[src/rtl/tick_gen.sv]
// tick_gen: one-cycle enable pulses for the T-flip-flop counter, either
// free-running at a switch-selected rate or one per debounced button press.
//
// Ports:
//   clock     system clock, rising edge
//   Resetn    asynchronous active-low reset
//   rate_sel  period select: 00 N=1, 01 N=DIV_FULL, 10 N=2*DIV_FULL,
//             11 N=4*DIV_FULL
//   run       1 free-running ticks, 0 single-step via step_n
//   step_n    raw active-low pushbutton, asynchronous and bouncy
//   tick      registered one-cycle enable pulse
//   pressed   debounced button level, 1 = held
module tick_gen #(
   parameter int DIV_FULL = 50_000_000,
   parameter int DEBOUNCE = 500_000
) (
   input  logic       clock,
   input  logic       Resetn,
   input  logic [1:0] rate_sel,
   input  logic       run,
   input  logic       step_n,
   output logic       tick,
   output logic       pressed
);

   localparam int CW = $clog2(4 * DIV_FULL);
   localparam int DW = (DEBOUNCE > 1) ? $clog2(DEBOUNCE) : 1;

   localparam logic [CW-1:0] LAST1 = CW'(DIV_FULL - 1);
   localparam logic [CW-1:0] LAST2 = CW'(2 * DIV_FULL - 1);
   localparam logic [CW-1:0] LAST4 = CW'(4 * DIV_FULL - 1);
   localparam logic [DW-1:0] DLAST = DW'(DEBOUNCE - 1);

   logic          s1;
   logic          s2;
   logic          db;
   logic [DW-1:0] dcnt;
   logic [CW-1:0] cnt;
   logic [CW-1:0] last;
   logic [1:0]    prev_sel;
   logic          step_pulse;

   // Asserted only in the cycle the debounced level falls (press accepted).
   assign step_pulse = db && !s2 && (dcnt == DLAST);

   always_comb begin
      last = '0;
      unique case (rate_sel)
         2'b00:   last = '0;
         2'b01:   last = LAST1;
         2'b10:   last = LAST2;
         default: last = LAST4;
      endcase
   end

   // Synchronizer and debouncer; idle level of the button is 1.
   always_ff @(posedge clock or negedge Resetn) begin
      if (!Resetn) begin
         s1      <= 1'b1;
         s2      <= 1'b1;
         db      <= 1'b1;
         dcnt    <= '0;
         pressed <= 1'b0;
      end else begin
         s1 <= step_n;
         s2 <= s1;
         if (s2 == db) begin
            dcnt <= '0;
         end else if (dcnt == DLAST) begin
            db      <= s2;
            pressed <= ~s2;
            dcnt    <= '0;
         end else begin
            dcnt <= dcnt + DW'(1);
         end
      end
   end

   // Divider and tick; a rate change wins over everything so the new
   // period always starts from a clean count.
   always_ff @(posedge clock or negedge Resetn) begin
      if (!Resetn) begin
         cnt      <= '0;
         tick     <= 1'b0;
         prev_sel <= 2'b00;
      end else begin
         prev_sel <= rate_sel;
         if (rate_sel != prev_sel) begin
            cnt  <= '0;
            tick <= 1'b0;
         end else if (!run) begin
            cnt  <= '0;
            tick <= step_pulse;
         end else if (cnt == last) begin
            cnt  <= '0;
            tick <= 1'b1;
         end else begin
            cnt  <= cnt + CW'(1);
            tick <= 1'b0;
         end
      end
   end

endmodule
[config.mk]
export PLATFORM = sky130hd
export DESIGN_NAME = tick_gen
export DESIGN_NICKNAME = d
export VERILOG_FILES = /design/src/rtl/tick_gen.sv
export SDC_FILE = /design/constraint.sdc
export NUM_CORES = 1
export LEC_CHECK = 0
export CAP_MARGIN = 0
export CORE_ASPECT_RATIO = 1.2
export CORE_MARGIN = 10
export CORE_UTILIZATION = 40
export CTS_CLUSTER_SIZE = 30
export DETAILED_ROUTE_END_ITERATION = 6
export SLEW_MARGIN = 20
export SYNTH_ARGS = -nofsm -noshare
export SYNTH_HDL_FRONTEND = slang
export SYNTH_SLANG_ARGS = --single-unit
[constraint.sdc]
create_clock -name clock -period 4.8 [get_ports clock]
set_input_delay 0.72 -clock clock [delete_from_list [all_inputs] [get_ports clock]]
set_output_delay 0.72 -clock clock [all_outputs]
set_load 0.01 [all_outputs]
# After elaboration in Yosys (flattened, before gate mapping)
# Cells that the tools add are included.
dict set report word_totals {
  register_bits 54
  latch_bits 0
  ramBits 0
  rom_bits 0
  inputBits 6
  mem_count 0
}
dict set report op_classes {
  addsub 2
  mul 0
  div 0
  magnitude_cmp 0
  eq_ne 6
  shifts 0
  muxes 9
  n_bitwise 2
  reduce_logical 5
}
# operator n
set op_table {}
lappend op_table {{28-bit 2-to-1 mux} 3}
lappend op_table {{28-bit case mux with 3 select lines} 1}
lappend op_table {{19-bit 2-to-1 mux} 2}
lappend op_table {{28-bit by 1-bit adder with 28-bit output (second input constant)} 1}
lappend op_table {{28-bit equality test} 1}
lappend op_table {{19-bit by 1-bit adder with 19-bit output (second input constant)} 1}
lappend op_table {{19-bit equality test (second input constant)} 1}
lappend op_table {{1-bit 2-to-1 mux} 3}
lappend op_table {{2-bit by 1-bit equality test with 1-bit output (second input constant)} 1}
lappend op_table {{2-bit equality test (second input constant)} 1}
lappend op_table {{1-bit logical AND} 2}
lappend op_table {{2-bit zero test} 1}
lappend op_table {{2-bit != test} 1}
lappend op_table {{1-bit NOT} 2}
lappend op_table {{2-bit AND reduction} 1}
lappend op_table {{1-bit equality test} 1}
lappend op_table {{1-bit zero test} 1}

# Depth between registers and ports, before layout
# Gate-level depths: netlist of run 1.
dict set report logic_depth {
  depth_word 6
  mapped_depth 8
  mapped_depth_nobuf 7
}

# Least setup slack after synthesis of run 1
# No wires, ideal clock.
dict set report synth_path {
  path_type {input -> register}
  start {input port rate_sel[0]}
  end {register cnt[19]}
  setup_ns 0.119
  t_arrival_ns 2.067
  required_ns 4.681
  setup_slack_ns 2.614
  path_stages 7
  cell_sequence {inv_1 > ha_1 > or4_1 > o22ai_1 > a31o_2 > buf_4 > nor2_1}
}
dict set report synth_between {
  elab_chain_len 6
  elab_cells_between_ends 9
  cone_classes {4 x eq/ne; 4 x mux; 1 x reduce/logical}
}
# element line
set synth_rtl {}
lappend synth_rtl {{from (decl)} 19} ;# input logic [1:0] rate_sel,
lappend synth_rtl {{2-bit equality test (tied with other cells)} 48} ;# unique case (rate_sel)
lappend synth_rtl {{28-bit case mux with 3 select lines} 48}
lappend synth_rtl {{28-bit equality test} 94} ;# end else if (cnt == last) begin
lappend synth_rtl {{28-bit 2-to-1 mux} 94}
lappend synth_rtl {{28-bit 2-to-1 mux} 91} ;# end else if (!run) begin
lappend synth_rtl {{28-bit 2-to-1 mux (*)} 88} ;# if (rate_sel != prev_sel) begin
lappend synth_rtl {{to (signal assigned)} 98} ;# cnt <= cnt + CW'(1);
lappend synth_rtl {{to (decl)} 38} ;# logic [CW-1:0] cnt;
# Mark *: on every way between the ends. The rest lies on a longest branch, timed or not.
# A chain may end at the register's enable or synchronous reset.

# Final worst setup path of run 1
dict set report layout_path {
  start {input port rate_sel[0]}
  end {register cnt[14]}
}
# The elaborated chain is that of the path after synthesis.

==> flow_summary.toml, run 1 <==
[outcome]
outcome = "finished, final reports clean"

[place]
place_hpwl_um = 3740
dp.cells = 378
worst_setup_timing_slack_at_the_placement_stage_ps = 1507
portBuffers = 7
place_area_mm2 = 0.003045
gpl_wtd_cong = 0.7927

[sta]
hold_viol_final = 0
timing.setup.tns_ps = 0
worst_slew_margin_relative_to_its_limit_pct = 47.53
number_of_setup_violations_in_the_final_report = 0
worst_slack_ps = 1887
finalCriticalPeriod_ps = 2913
rsz0062_at_grt = "false"
layout_worst_path_cycle_share_pct = 60.69
fmaxAchievable_mhz = 343.3
tightestPinTransition_ps = 784.7
fin_skew_ps = 11.08
finalMaxSlewViolations = 0

[yosys]
synth.lib_cells_used.distinct = 43
synth-seq-cells = 54
synth-seq-area-share_pct = 46.42
asyncSetResetFlopFracSynth_pct = 100.0
yosys-top-cells-area = "dfrtp_1, xnor2_1, nor2_1"
synth_area_mm2 = 0.002919
gate_count_of_the_mapped_netlist = 289
number_of_enable_flip_flop_cells_after_synthesis = 0
top_flip_flop_cell_by_instance_count_after_synthesis = "dfrtp_1"
syn_area_per_cell_um2 = 10.10
synth_fp_nets = 302
synth_largest_area_cell = "dfrtp_1"
yosysWarnings = 0
synth_top_area_share_pct = 43.72

[critical_path]
r2r_cells = 5
cp-end-kind = "flop"
setup.worst_path.start_class = "primary input"
r2r_slack_ps = 2250
worst-endpoint-required_ps = 4980
timing.rr.end = "cnt[14]"
worst-path-max-fanout = 24
setup.worst_path.class = "primary input to flop"
timing.critical_path.arrival_ps = 3100
timing.rr.start = "cnt[0]"

[drt]
vias = 1990
routedWlPerCell_um = 13.73
initialDrtViolationCount = 46
detail_route.vias_per_cell = 5.155
routed_wl_um = 5298
drc = 0
detail-route-antenna-nets = 0
dr.pass1.iters = 4

[die]
ioPinCount = 8
die_width_um = 97.99
die_h_um = 113.6
rows = 34
core_area_mm2 = 0.007189
area_of_the_die_mm2 = 0.01113
initial_utilization_pct = 40.60

[cells_and_area]
seq_area_mm2 = 0.001355
diodes = 0
area_delta_synth_final_pct = 8.230
footprint_of_the_multi_input_gates_mm2 = 0.001468
nets = 308
finalNonFillerCells = 386
filler_cell_count = 695
utilization_pct = 43.94
postLayoutCellArea_mm2 = 0.003159
final_layout_size_suffix_gt1_share_pct = 12.50

[clocking]
cts_hold_buf = 0
cts.htree.levels = 2
worstSkewPairLatency_ps = 310
post_cts_buffers = 0
number_of_cts_inserted_buffers = 5
cts_max_path_buffers = 2
cts.root.buffer_cell = "clkbuf_8"
clkTransAtPathRegs_ps = 100
clock_sinks = 54
clock_tree_from_tritoncts = "built"
post_cts_resized = 0

[global_route]
grt_usage_pct = 10.45
maximum_number_of_pins_on_one_net_before_global_route_repair = 55
gr-total-overflow = 0
grt_antenna_before_repair = 0
global_route_wire_length_before_repair_um = 9811
vias_in_the_first_global_route = 2051

[power]
worst_ir_drop_vdd_uv = 116.8
power.density_cell_area_mw_per_mm2 = 257.4
power.leakage_nw = 1.239

[hold_path]
hold_class = "flop to flop"
min_path_cells = 0
hold_path.startpoint = "s1"
timing.hold.worst_endpoint = "s2"

[flow_run]
maxCapViolations = 0
-- sequential cells by signal (all words and copies together), names as in the netlist --
signal / cells
cnt: 28
pressed: 1
tick: 1
dcnt: 19
prev_sel: 2
s1: 1
db: 1
s2: 1
-- worst max-delay path, cell delays in order --
cell	delay [ps]
clkdlybuf4s50_1	570
inv_1	150
ha_1	250
nor4b_1	290
o22ai_1	160
nor4_2	320
a31o_2	540
nor2_1	100
-- placed cells by master, fill, tap and decap left out, types with 4 or more instances in the layout --
cell type,Yosys,layout
and3_1,5,5
clkbuf_8,0,5
clkdlybuf4s50_1,0,6
dfrtp_1,51,51
ha_1,7,7
inv_1,10,10
nand2_1,17,17
nand3_1,15,15
nand4_1,10,10
nor2_1,56,56
nor3_1,8,8
nor3_2,7,7
nor4_1,4,4
nor4_2,4,4
o22ai_1,4,4
xnor2_1,28,28
xor2_1,20,20
-- cell families (layout without fill, tap and decap cells) --
kind of cell    Yosys count  in the layout  synth area share (%)
simple gates            150            150                 30.09
flops                    54             54                 46.42
xor+xnor                 48             48                 14.40
buf+inv                  19             26                 3.300
compound gates            9              9                 2.014
fa+ha+maj                 7              7                 3.000
mux                       2              2                0.7715
-- cell usage after synthesis (all sizes together) (3+ instances only) --
cell type,count
xnor2,28
and3,5
nand3,16
nand2,17
xor2,20
nand4,12
and4,4
dfstp,3
buf,9
inv,10
nor4,10
dfrtp,51
ha,7
nor3b,3
nor3,15
o22ai,4
nor2,57
-- stage by stage --
stage	total power [mW]	hold WS, ps
floorplan	0.4966	345.2
global placement	0.5157	347.6
detailed placement	0.5168	349.6
CTS	0.8279	363.6
global route	0.8587	369.3
finish	0.8131	360.7
-- power by group --
part	internal, mW	switching (mW)
registers	0.460	0.00345
clock network	0.155	0.152
logic	0.0143	0.0285
total	0.629	0.184
-- metal layers --
metal  track usage, %  wire (um)
met2            17.67       2674
met4            3.495         76
met1            12.65       2402
met5                0          0
met3            2.601        144
-- worst max-delay path by stage --
stage,start,end,cells past startpoint
floorplan,rate_sel[0],cnt[19],7
global placement,rate_sel[0],cnt[20],8
detailed placement,rate_sel[0],cnt[12],8
CTS,rate_sel[0],cnt[20],8
global route,rate_sel[0],cnt[14],8
finish,rate_sel[0],cnt[14],8
-- cell type report --
cell class	instances	share of cell area, %
Tap cell	90	3.564
Timing Repair Buffer	8	2.297
Clock buffer	5	2.178
Sequential cell	54	42.89
Multi-Input combinational cell	216	46.46
Inverter	10	1.188
Clock inverter	3	1.426
(Power assumes the default switching activity.)
==> run 2, diff against run 1 <==
==> constraint.sdc (replaced) <==
create_clock -name clock -period 2.9 [get_ports clock]
set_input_delay 0.435 -clock clock [delete_from_list [all_inputs] [get_ports clock]]
set_output_delay 0.435 -clock clock [all_outputs]
set_load 0.01 [all_outputs]
==> flow_summary.toml, run 2 (synthesized netlist as in run 1, its figures left out) <==
[cells_and_area]
filler_cell_count = 676
diodes = 0
largest_register_ffs = 28
final_layout_size_suffix_gt1_share_pct = 13.95
area_delta_synth_final_pct = 8.873
nets = 313
mostFrequentLayoutCells = "nor2_1, dfrtp_1, xnor2_1, xor2_1, nand2_1"
footprint_of_the_multi_input_gates_mm2 = 0.001468
final_common_cell = "nor2_1"
largest-register = "cnt"
seq_area_mm2 = 0.001355
reg_top3 = "cnt x28, dcnt x19, prev_sel x2"

[drt]
vias = 1987
routed_wl_um = 5693
routedWlPerCell_um = 14.56
dr.pass1.iters = 4
initialDrtViolationCount = 62
detail_route.vias_per_cell = 5.082
detail-route-antenna-nets = 0
drc = 0

[sta]
fmaxAchievable_mhz = 433.6
layout_worst_path_cycle_share_pct = 79.52
rsz0062_at_grt = "false"
worst_slew_margin_relative_to_its_limit_pct = 61.74
finalMaxSlewViolations = 0
timing.setup.tns_ps = 0
hold_viol_final = 8
number_of_setup_violations_in_the_final_report = 0
finalCriticalPeriod_ps = 2306
fin_skew_ps = 16.19
tightestPinTransition_ps = 573.9
fin_worst_hold_slack_ps = -3.215

[clocking]
cts.htree.levels = 2
cts.root.buffer_cell = "clkbuf_8"
post_cts_buffers = 0
post_cts_resized = 0
cts_hold_buf = 0
clock_tree_from_tritoncts = "built"
worstSkewPairLatency_ps = 320
cts_max_path_buffers = 2
clock_sinks = 54
clkTransAtPathRegs_ps = 110
number_of_cts_inserted_buffers = 5

[critical_path]
cp_slowest_cell = "clkdlybuf4s50_1"
r2r_cells = 6
setup.worst_path.start_class = "primary input"
crit_chain = "clkdlybuf4s50_1, inv_1, ha_1, and4b_2, o22ai_1, nor4_2, a31o_2, buf_4, nor2_1"
r2r_slack_ps = 850
worst-path-buf-inv = 3
timing.rr.start = "cnt[0]"
path_delay_family = "buffers and inverters"
worst-path-max-fanout = 11
max_stage_delay_ps = 560
timing.critical_path.arrival_ps = 2510
setup.worst_path.class = "primary input to flop"
timing.rr.end = "cnt[6]"
cp-end-kind = "flop"
worst-endpoint-required_ps = 3100

[place]
gpl_wtd_cong = 0.8208
place_hpwl_um = 4157
portBuffers = 7

[power]
power_mw = 1.289
power.leakage_nw = 1.260
worst_ir_drop_vdd_uv = 199.0
power.density_cell_area_mw_per_mm2 = 405.6

[flow_run]
maxCapViolations = 0

[die]
initial_utilization_pct = 40.60
ioPinCount = 8
die_h_um = 113.6
area_of_the_die_mm2 = 0.01113
die_width_um = 97.99
rows = 34
core_area_mm2 = 0.007189

[global_route]
vias_in_the_first_global_route = 2002
maximum_number_of_pins_on_one_net_before_global_route_repair = 22
grt_usage_pct = 10.59
gr-total-overflow = 0
global_route_wire_length_before_repair_um = 9894
grt_antenna_before_repair = 0

[hold_path]
hold_class = "primary input to async pin"

[outcome]
outcome = "complete, but fails checks"
failing_checks = "negative hold slack"
## run 2: cell count changes in the layout (fill, tap and decap cells not counted)
cell,before,now
clkinv_4,0,3
bufinv_16,1,0
clkinvlp_4,2,0
buf_4,1,6
## run 2: final cells by class
cell class / count / area share (%)
flip-flops and latches: 54 / 42.64
inverters: 10 / 1.181
well taps: 90 / 3.543
clock inverters: 3 / 0.8268
clock buffers: 5 / 2.165
multi-input cells: 216 / 46.18
repair buffers: 13 / 3.465
## run 2: power by group
group / total [mW] / switching, mW / internal (mW)
clock: 0.444 / 0.269 / 0.175
combinational: 0.0781 / 0.0501 / 0.0280
sequential: 0.767 / 0.00605 / 0.761
total: 1.29 / 0.325 / 0.964
## run 2: per-layer routing
layer	up-vias	part of all wire [%]	track usage (%)
met5	-	0	0
met4	0	1.2	3.204
met3	5	2.6	2.480
met2	15	50	18.33
met1	962	46	12.70
li1	1005	-	-
## run 2: stage by stage
step	std cells	hold WS (ps)	util [%]	instance area, um2	worst slack [ps]
final	391	-3.215	44.20	3178	593.8
after global routing	391	12.51	44.20	3178	343.2
after CTS	391	2.130	44.20	3178	596.5
after detailed placement	383	350.5	42.88	3083	263.1
after global placement	383	348.4	42.88	3083	336.7
after floorplan	289	139.4	-	2919	999.4
## run 2: how the worst max path moves through the flow
| stage | startpoint | to | slack (ps) | cells past startpoint |
|---|---|---|---|---|
| 2_1_floorplan | rate_sel[0] | cnt[19] | 1000 | 7 |
| 3_5_place_dp | rate_sel[1] | cnt[25] | 260 | 9 |
| 6_report | rate_sel[1] | cnt[6] | 590 | 9 |
| 4_1_cts | rate_sel[1] | cnt[6] | 600 | 9 |
| 5_1_grt | rate_sel[1] | cnt[26] | 340 | 9 |
| 3_3_place_gp | rate_sel[1] | cnt[8] | 340 | 9 |
==> run 3, diff against run 2 <==
==> constraint.sdc (replaced) <==
create_clock -name clock -period 2.2 [get_ports clock]
set_input_delay 0.33 -clock clock [delete_from_list [all_inputs] [get_ports clock]]
set_output_delay 0.33 -clock clock [all_outputs]
set_load 0.01 [all_outputs]
==> flow_summary.toml, run 3 (synthesized netlist as in run 1, its figures left out) <==
[clocking]
post_cts_buffers = 0
clkTransAtPathRegs_ps = 90
cts.root.buffer_cell = "clkbuf_8"
cts_hold_buf = 0
number_of_cts_inserted_buffers = 5
cts_max_path_buffers = 2
post_cts_resized = 0
cts.htree.levels = 2
clock_tree_from_tritoncts = "built"
clock_sinks = 54
worstSkewPairLatency_ps = 300

[sta]
worst_slew_margin_relative_to_its_limit_pct = 49.65
fin_worst_hold_slack_ps = 89.89
layout_worst_path_cycle_share_pct = 92.75
finalMaxSlewViolations = 0
fmaxAchievable_mhz = 490.1
rsz0062_at_grt = "false"
hold_viol_final = 0
tightestPinTransition_ps = 755.3
fin_skew_ps = 5.797
number_of_setup_violations_in_the_final_report = 0
finalCriticalPeriod_ps = 2040

[drt]
drc = 0
vias = 2037
detail-route-antenna-nets = 0
dr.pass1.iters = 4
initialDrtViolationCount = 59
routed_wl_um = 5781
routedWlPerCell_um = 14.45
detail_route.vias_per_cell = 5.093

[power]
p_comb_share_pct = 6.9
switching_share_pct = 21.22
p_clk_share_pct = 37.1
power_mw = 1.805
worst_ir_drop_vdd_uv = 273.1
sequentialPowerShare_pct = 56.0
power.net_switching_mw = 0.3829
power.leakage_nw = 1.334
p_int_mw = 1.422
power.density_cell_area_mw_per_mm2 = 545.6

[place]
gpl_wtd_cong = 0.7672
dp.cells = 393
place_area_mm2 = 0.003196
place_hpwl_um = 4229
portBuffers = 7

[cells_and_area]
final_common_cell = "nor2_1"
largest_register_ffs = 28
finalNonFillerCells = 400
nets = 323
area_delta_synth_final_pct = 13.33
largest-register = "cnt"
mostFrequentLayoutCells = "nor2_1, dfrtp_1, xnor2_1, xor2_1, nand2_1"
reg_top3 = "cnt x28, dcnt x19, prev_sel x2"
diodes = 0
postLayoutCellArea_mm2 = 0.003308
final_layout_size_suffix_gt1_share_pct = 16.45

[die]
initial_utilization_pct = 40.60
core_area_mm2 = 0.007189
die_h_um = 113.6
rows = 34
area_of_the_die_mm2 = 0.01113
die_width_um = 97.99
ioPinCount = 8

[global_route]
grt_usage_pct = 11.05
vias_in_the_first_global_route = 2160
maximum_number_of_pins_on_one_net_before_global_route_repair = 33
grt_antenna_before_repair = 0
global_route_wire_length_before_repair_um = 10340
gr-total-overflow = 0

[critical_path]
cp-end-kind = "flop"
timing.rr.end = "cnt[24]"
timing.critical_path.arrival_ps = 2240
timing.rr.start = "cnt[0]"
r2r_cells = 6
setup.worst_path.class = "primary input to flop"
r2r_slack_ps = 230
worst-endpoint-required_ps = 2400
worst-path-max-fanout = 13
setup.worst_path.start_class = "primary input"

[hold_path]
hold_class = "primary input to async pin"

[outcome]
outcome = "finished, final reports clean"

[flow_run]
maxCapViolations = 0
==> run 3: area by class of cell <==
class                           count  area [um2]
Fill cell                         676        3881
Multi-Input combinational cell    216        1468
Sequential cell                    54        1355
Timing Repair Buffer               23       222.7
Tap cell                           90       112.6
Clock buffer                        6       82.58
Inverter                           10       37.54
Clock inverter                      1       30.03
==> run 3: worst max path at each step <==
stage          endpoint        start  slack, ps
5_1_grt         cnt[23]  rate_sel[1]         30
3_5_place_dp    cnt[23]  rate_sel[1]       -190
6_report         cnt[4]  rate_sel[0]        160
3_3_place_gp    cnt[20]  rate_sel[0]       -120
4_1_cts         cnt[23]  rate_sel[1]        150
2_1_floorplan   cnt[20]  rate_sel[0]        400
==> run 3: per-stage QoR <==
stage / setup TNS, ps / setup WS (ps) / util [%]
floorplan: 0 / 404.4 / -
global placement: -2814 / -119.7 / 44.45
detailed placement: -4358 / -187.2 / 44.45
CTS: 0 / 151.2 / 46.01
global route: 0 / 31.11 / 46.01
finish: 0 / 159.6 / 46.01
==> run 3: critical path, stage by stage <==
cell	delay (ps)
clkdlybuf4s50_1	470
inv_1	70
ha_1	250
or4_1	480
o22ai_1	190
a31o_2	260
buf_12	150
nor2_1	50
==> run 3: power groups by stage <==
stage	Combinational [mW]	Clock (mW)	Sequential (mW)
after floorplan	0.0546	0	1.03
after global routing	0.140	0.736	1.01
final	0.124	0.670	1.01
after CTS	0.128	0.696	1.01
after global placement	0.126	0	1.03
after detailed placement	0.128	0	1.03
==> run 3: metal layers <==
layer	share of wire, %	wire length, um	global-route usage, %	vias up
li1	-	-	-	1024
met1	45	2608	12.96	979
met2	49	2860	18.94	23
met3	3.1	178	2.722	11
met4	2.3	134	4.272	0
met5	0	0	0	-
==> RTL change 1, RTL diff (settings of run 3) <==
The parameter `DIV_FULL` goes from 50_000_000 to 25_000_000.
--- a/src/rtl/tick_gen.sv
+++ b/src/rtl/tick_gen.sv
@@ -13,3 +13,3 @@
 module tick_gen #(
-   parameter int DIV_FULL = 50_000_000,
+   parameter int DIV_FULL = 25_000_000,
    parameter int DEBOUNCE = 500_000
Function: same outputs for any inputs over 10 cycles, from zero or initial values and one cycle with Resetn low; that may be too few to reach the edited logic, so the function may still have changed.
==> RTL change 1 against run 3 <==
- critical path depth rose by 2
- synthesized area down 5.7%
- register-to-register slack got worse by 0.08 ns
- die area decreased by 4.6%
- synthesized cell count is 2.8% lower
- worst setup slack got worse by 0.020 ns
- routed wire length increased by 2.0%
- power down 0.60%
- design area fell by 2.0%
- sequential cell count down 1
- global-route usage is 1.0 points higher
- critical path type unchanged
==> RTL change 1: results (changes against run 3) <==
Timing
  • Worst slew pin tran: 0.569 ns (was 0.755 ns)
  • Hold_ws: 0.00355 ns (was 0.0899 ns)

Yosys
  • Unique masters post-synth: 37 (was 43)
  • Post-synth top cells: nor2_1 (58), dfrtp_1 (50), nand3_1 (29) (was nor2_1 (56), dfrtp_1 (51), xnor2_1 (28))
  • Area fraction in compound gates after synthesis: 2.77% (was 2.01%)
  • Mapped Cells: 281 (was 289)
  • Synth Area in XOR/XNOR: 14.6% (was 14.4%)
  • Post-synthesis adder-cell area fraction: 3.18% (was 3.00%)

Setup path
  • R2R Path Start: cnt[2]$_DFF_PN0_ (was cnt[0]$_DFF_PN0_)
  • CP Max Fanout: 6 (was 13)
  • Largest stage delay, worst path: 0.34 ns (was 0.48 ns)
  • Reg2reg end: cnt[0]$_DFF_PN0_ (was cnt[24]$_DFF_PN0_)
  • CP max-delay cell: or3_1 (was or4_1)
  • Internal reg-to-reg setup slack: 0.15 ns (was 0.23 ns)
  • CP delay by family, top: simple AND/OR/NAND/NOR gates (was buffers and inverters)

Placement
  • Placed instance count: 390 (was 393)
  • Gpl congestion: 0.836 (was 0.767)

Global route
  • Total GRT Usage: 12.1% (was 11.0%)
  • Met2 Usage GRT: 19.9% (was 18.9%)
  • Routing usage on met3: 2.78% (was 2.72%)
  • First-pass GRT wire length: 10,400 um (was 10,300 um)
  • Vias in the first global route: 2,137 (was 2,160)

Final layout
  • Top flop regs: cnt: 27 flops, dcnt: 19 flops, prev_sel: 2 flops (was cnt: 28 flops, dcnt: 19 flops, prev_sel: 2 flops)
  • Share of cells above drive strength 1: 16.1% (was 16.5%)
  • Layout Nets: 329 (was 323)

Power
  • VDD IR max: 0.000289 V (was 0.000273 V)
  • Pleak: 1.37 nW (was 1.33 nW)
  • Sw frac: 22.8% (was 21.2%)

Run status
  • Status: finished clean (unchanged)

Routing
  • DR WL/cell: 14.6 um (was 14.5 um)
  • Initial DRC count: 105 (was 59)
  • Vias per cell: 5.16 (was 5.09)
  • WL met3: 158 um (was 178 um)

Clocking
  • Post-CTS setup buffer count: 2 (was 0)
  • Post_cts resized: 16 (was 0)
## RTL change 1: final cells by class
class | instances | area [sq um]
Clock buffer | 6 | 72.6
Clock inverter | 2 | 38.8
Fill cell | 659 | 3530
Inverter | 10 | 37.5
Multi-Input combinational cell | 213 | 1380
Sequential cell | 53 | 1330
Tap cell | 87 | 109
Timing Repair Buffer | 33 | 273
## RTL change 1: worst max path at each step
stage                       start             endpoint  slack, ns  depth (start not counted)
2_1_floorplan         rate_sel[0]     cnt[4]$_DFF_PN0_       0.17                          8
3_3_place_gp          rate_sel[0]    cnt[18]$_DFF_PN0_      -0.35                          9
3_5_place_dp          rate_sel[0]     cnt[4]$_DFF_PN0_      -0.43                          9
4_1_cts          cnt[2]$_DFF_PN0_    cnt[20]$_DFF_PN0_       0.12                          7
5_1_grt        dcnt[15]$_DFF_PN0_  pressed$_DFFE_PN0P_       0.03                          4
6_report              rate_sel[1]     cnt[0]$_DFF_PN0_       0.14                         10
==> RTL change 2, RTL diff (settings of run 3) <==
Made on the original files. Register the output `tick` once more, with the module's reset; this adds one clock of latency there. The other outputs are not delayed to match. Comments in the files are not updated.
--- a/src/rtl/tick_gen.sv
+++ b/src/rtl/tick_gen.sv
@@ -32,2 +32,4 @@
    localparam logic [DW-1:0] DLAST = DW'(DEBOUNCE - 1);
+
+   logic tick_s0;
 
@@ -83,3 +85,3 @@
          cnt      <= '0;
-         tick     <= 1'b0;
+         tick_s0  <= 1'b0;
          prev_sel <= 2'b00;
@@ -89,12 +91,12 @@
             cnt  <= '0;
-            tick <= 1'b0;
+            tick_s0 <= 1'b0;
          end else if (!run) begin
             cnt  <= '0;
-            tick <= step_pulse;
+            tick_s0 <= step_pulse;
          end else if (cnt == last) begin
             cnt  <= '0;
-            tick <= 1'b1;
+            tick_s0 <= 1'b1;
          end else begin
             cnt  <= cnt + CW'(1);
-            tick <= 1'b0;
+            tick_s0 <= 1'b0;
          end
@@ -103,2 +105,10 @@
 
+   always_ff @(posedge clock or negedge Resetn) begin
+      if (!Resetn) begin
+         tick <= '0;
+      end else begin
+         tick <= tick_s0;
+      end
+   end
+
 endmodule
Check against the original RTL: not equivalent (a bounded check fails within 4 cycles, from zero or initial values and one cycle with Resetn low).
==> RTL change 2 against run 3 <==
- combinational power is 14% lower
- routed wire length is 4.9% lower
- worst setup slack better by 0.060 ns
- die area is 4.1% lower
- power is 0.44% lower
- sequential cell count is 1 higher
- synthesized area is 5.1% lower
- via count is 0.39% lower
- clock power is 1% lower
- hold slack better by 0.057 ns
- design area is 4.4% lower
- critical path depth stayed put
==> RTL change 2: results (changes against run 3) <==
Yosys
  • Unique masters post-synth: 37 (was 43)
  • Synth Flop Type: dfrtp_1 (unchanged)
  • Yosys warns: 0 (unchanged)
  • Multiplexer area fraction after synthesis: 0.813% (was 0.772%)
  • Cell Area, Synth: 2770 sq um (was 2920 sq um)
  • Async set-or-reset flop fraction in the synthesized netlist: 100% (unchanged)
  • Post-synthesis sequential area ratio: 49.8% (was 46.4%)
  • Mean Syn Cell Area: 9.96 sq um (was 10.1 sq um)
  • Post-synth top cells: nor2_1 (56), dfrtp_1 (52), xor2_1 (34) (was nor2_1 (56), dfrtp_1 (51), xnor2_1 (28))
  • Synth area leaders: dfrtp_1 (47%), xor2_1 (11%), nor2_1 (7.6%), nand3_1 (3.8%), xnor2_1 (3.8%) (was dfrtp_1 (44%), xnor2_1 (8.4%), nor2_1 (7.2%), xor2_1 (6.0%), ha_1 (3.0%))
  • Synth Area in XOR/XNOR: 14.5% (was 14.4%)
  • Net Count, Synth: 291 (was 302)
  • Area fraction in compound gates after synthesis: 3.57% (was 2.01%)
  • Post-synthesis adder-cell area fraction: 3.16% (was 3.00%)

Power
  • Pleak: 1.34 nW (was 1.33 nW)
  • VDD IR max: 0.000246 V (was 0.000273 V)

Placement
  • Gpl congestion: 0.766 (was 0.767)
  • Place WS: -0.360 ns (was -0.187 ns)
  • HPWL Detailed: 3950 um (was 4230 um)
  • Placed cell area: 3030 sq um (was 3200 sq um)
  • Placed instance count: 383 (was 393)

Global route
  • First-pass GRT wire length: 9690 um (was 10,300 um)
  • Pin count of the biggest net entering global routing: 56 (was 33)
  • Total GRT Usage: 11.2% (was 11.0%)
  • Initial antenna violation count: 0 (unchanged)
  • Vias in the first global route: 2,033 (was 2,160)

Setup path
  • CP delay by family, top: simple AND/OR/NAND/NOR gates (was buffers and inverters)
  • WP data arrival: 2.21 ns (was 2.24 ns)
  • Worst R2R Path Depth: 4 (was 6)
  • CP max-delay cell: or4b_1 (was or4_1)
  • Largest stage delay, worst path: 0.45 ns (was 0.48 ns)
  • CP Max Fanout: 4 (was 13)

Routing
  • DR pass1 iterations: 4 (unchanged)
  • Initial DRC count: 64 (was 59)
  • Routed WL: 5500 um (was 5780 um)
  • DR WL/cell: 14.1 um (was 14.5 um)
  • Vias per cell: 5.19 (was 5.09)

Final layout
  • Top flop regs: cnt: 28 flops, dcnt: 19 flops, prev_sel: 2 flops (unchanged)
  • Layout Nets: 316 (was 323)
  • Share of cells above drive strength 1: 11.8% (was 16.5%)

Timing
  • Rel. slew slack: 53.3% (was 49.6%)
  • Clock skew: 0.0122 ns (was 0.00580 ns)

Clocking
  • Worst-path clk slew: 0.10 ns
  • Post-CTS setup buffer count: 0 (unchanged)
  • CTS max path bufs: 2 (unchanged)
  • CTS H-Tree Depth: 2 (unchanged)

Run status
  • Status: finished clean (unchanged)

Hold path
  • Worst hold path class: input pin to async pin (unchanged)
[RTL change 2: cell types whose count changed in the layout (fill, tap and decap cells not counted), sizes merged, moves of 3 or more]
cell     change
xnor2       -16
xor2        +14
nor3        -11
or3          +6
nand3        +5
nor4         -4
nand4        +3
nor3b        -3
o2111ai      +3
o22ai        -3
[RTL change 2: area by class of cell]
class                   count  area [sq um]
clock buffers               6          72.6
clock inverters             2          37.5
fillers                   662          3610
inverters                   8          30.0
multi-input cells         209          1330
flip-flops and latches     55          1380
well taps                  87           109
repair buffers             24           201
[RTL change 2: timing repair]
action                                  in CTS  in global routing
gates resized for setup                      1                  6
gates cloned                                 0                  0
endpoints found under the setup margin      17                 25
pin swaps                                    0                  1
hold buffers                                 0                  0
[RTL change 2: metal layers]
| layer | share of wire [%] | up-vias | track usage (%) |
|---|---|---|---|
| met1 | 45 | 991 | 13.7 |
| met3 | 2.7 | 9 | 2.24 |
| li1 | - | 1006 | - |
| met4 | 1.5 | 0 | 3.45 |
| met2 | 51 | 23 | 18.9 |
| met5 | 0 | - | 0 |
[RTL change 2: path summary, 6_finish.rpt]
check                             startpoint               endpoint  slack (ns)
setup / recovery                 rate_sel[0]      tick_s0$_DFF_PN0_        0.22
max in group asynchronous             Resetn      cnt[12]$_DFF_PN0_        1.58
hold reg to reg            tick_s0$_DFF_PN0_         tick$_DFF_PN0_        0.36
hold / removal                        Resetn      dcnt[6]$_DFF_PN0_        0.15
setup reg to reg                s2$_DFF_PN1_    pressed$_DFFE_PN0P_        0.22
min in group clock               rate_sel[1]  prev_sel[1]$_DFF_PN0_        0.35
[RTL change 2: report_power, final]
group	internal [mW]	total, mW	switching [mW]	leakage (nW)
sequential	1.02	1.03	0.00759	0.750
combinational	0.0420	0.107	0.0649	0.540
clock	0.340	0.661	0.321	0.0514
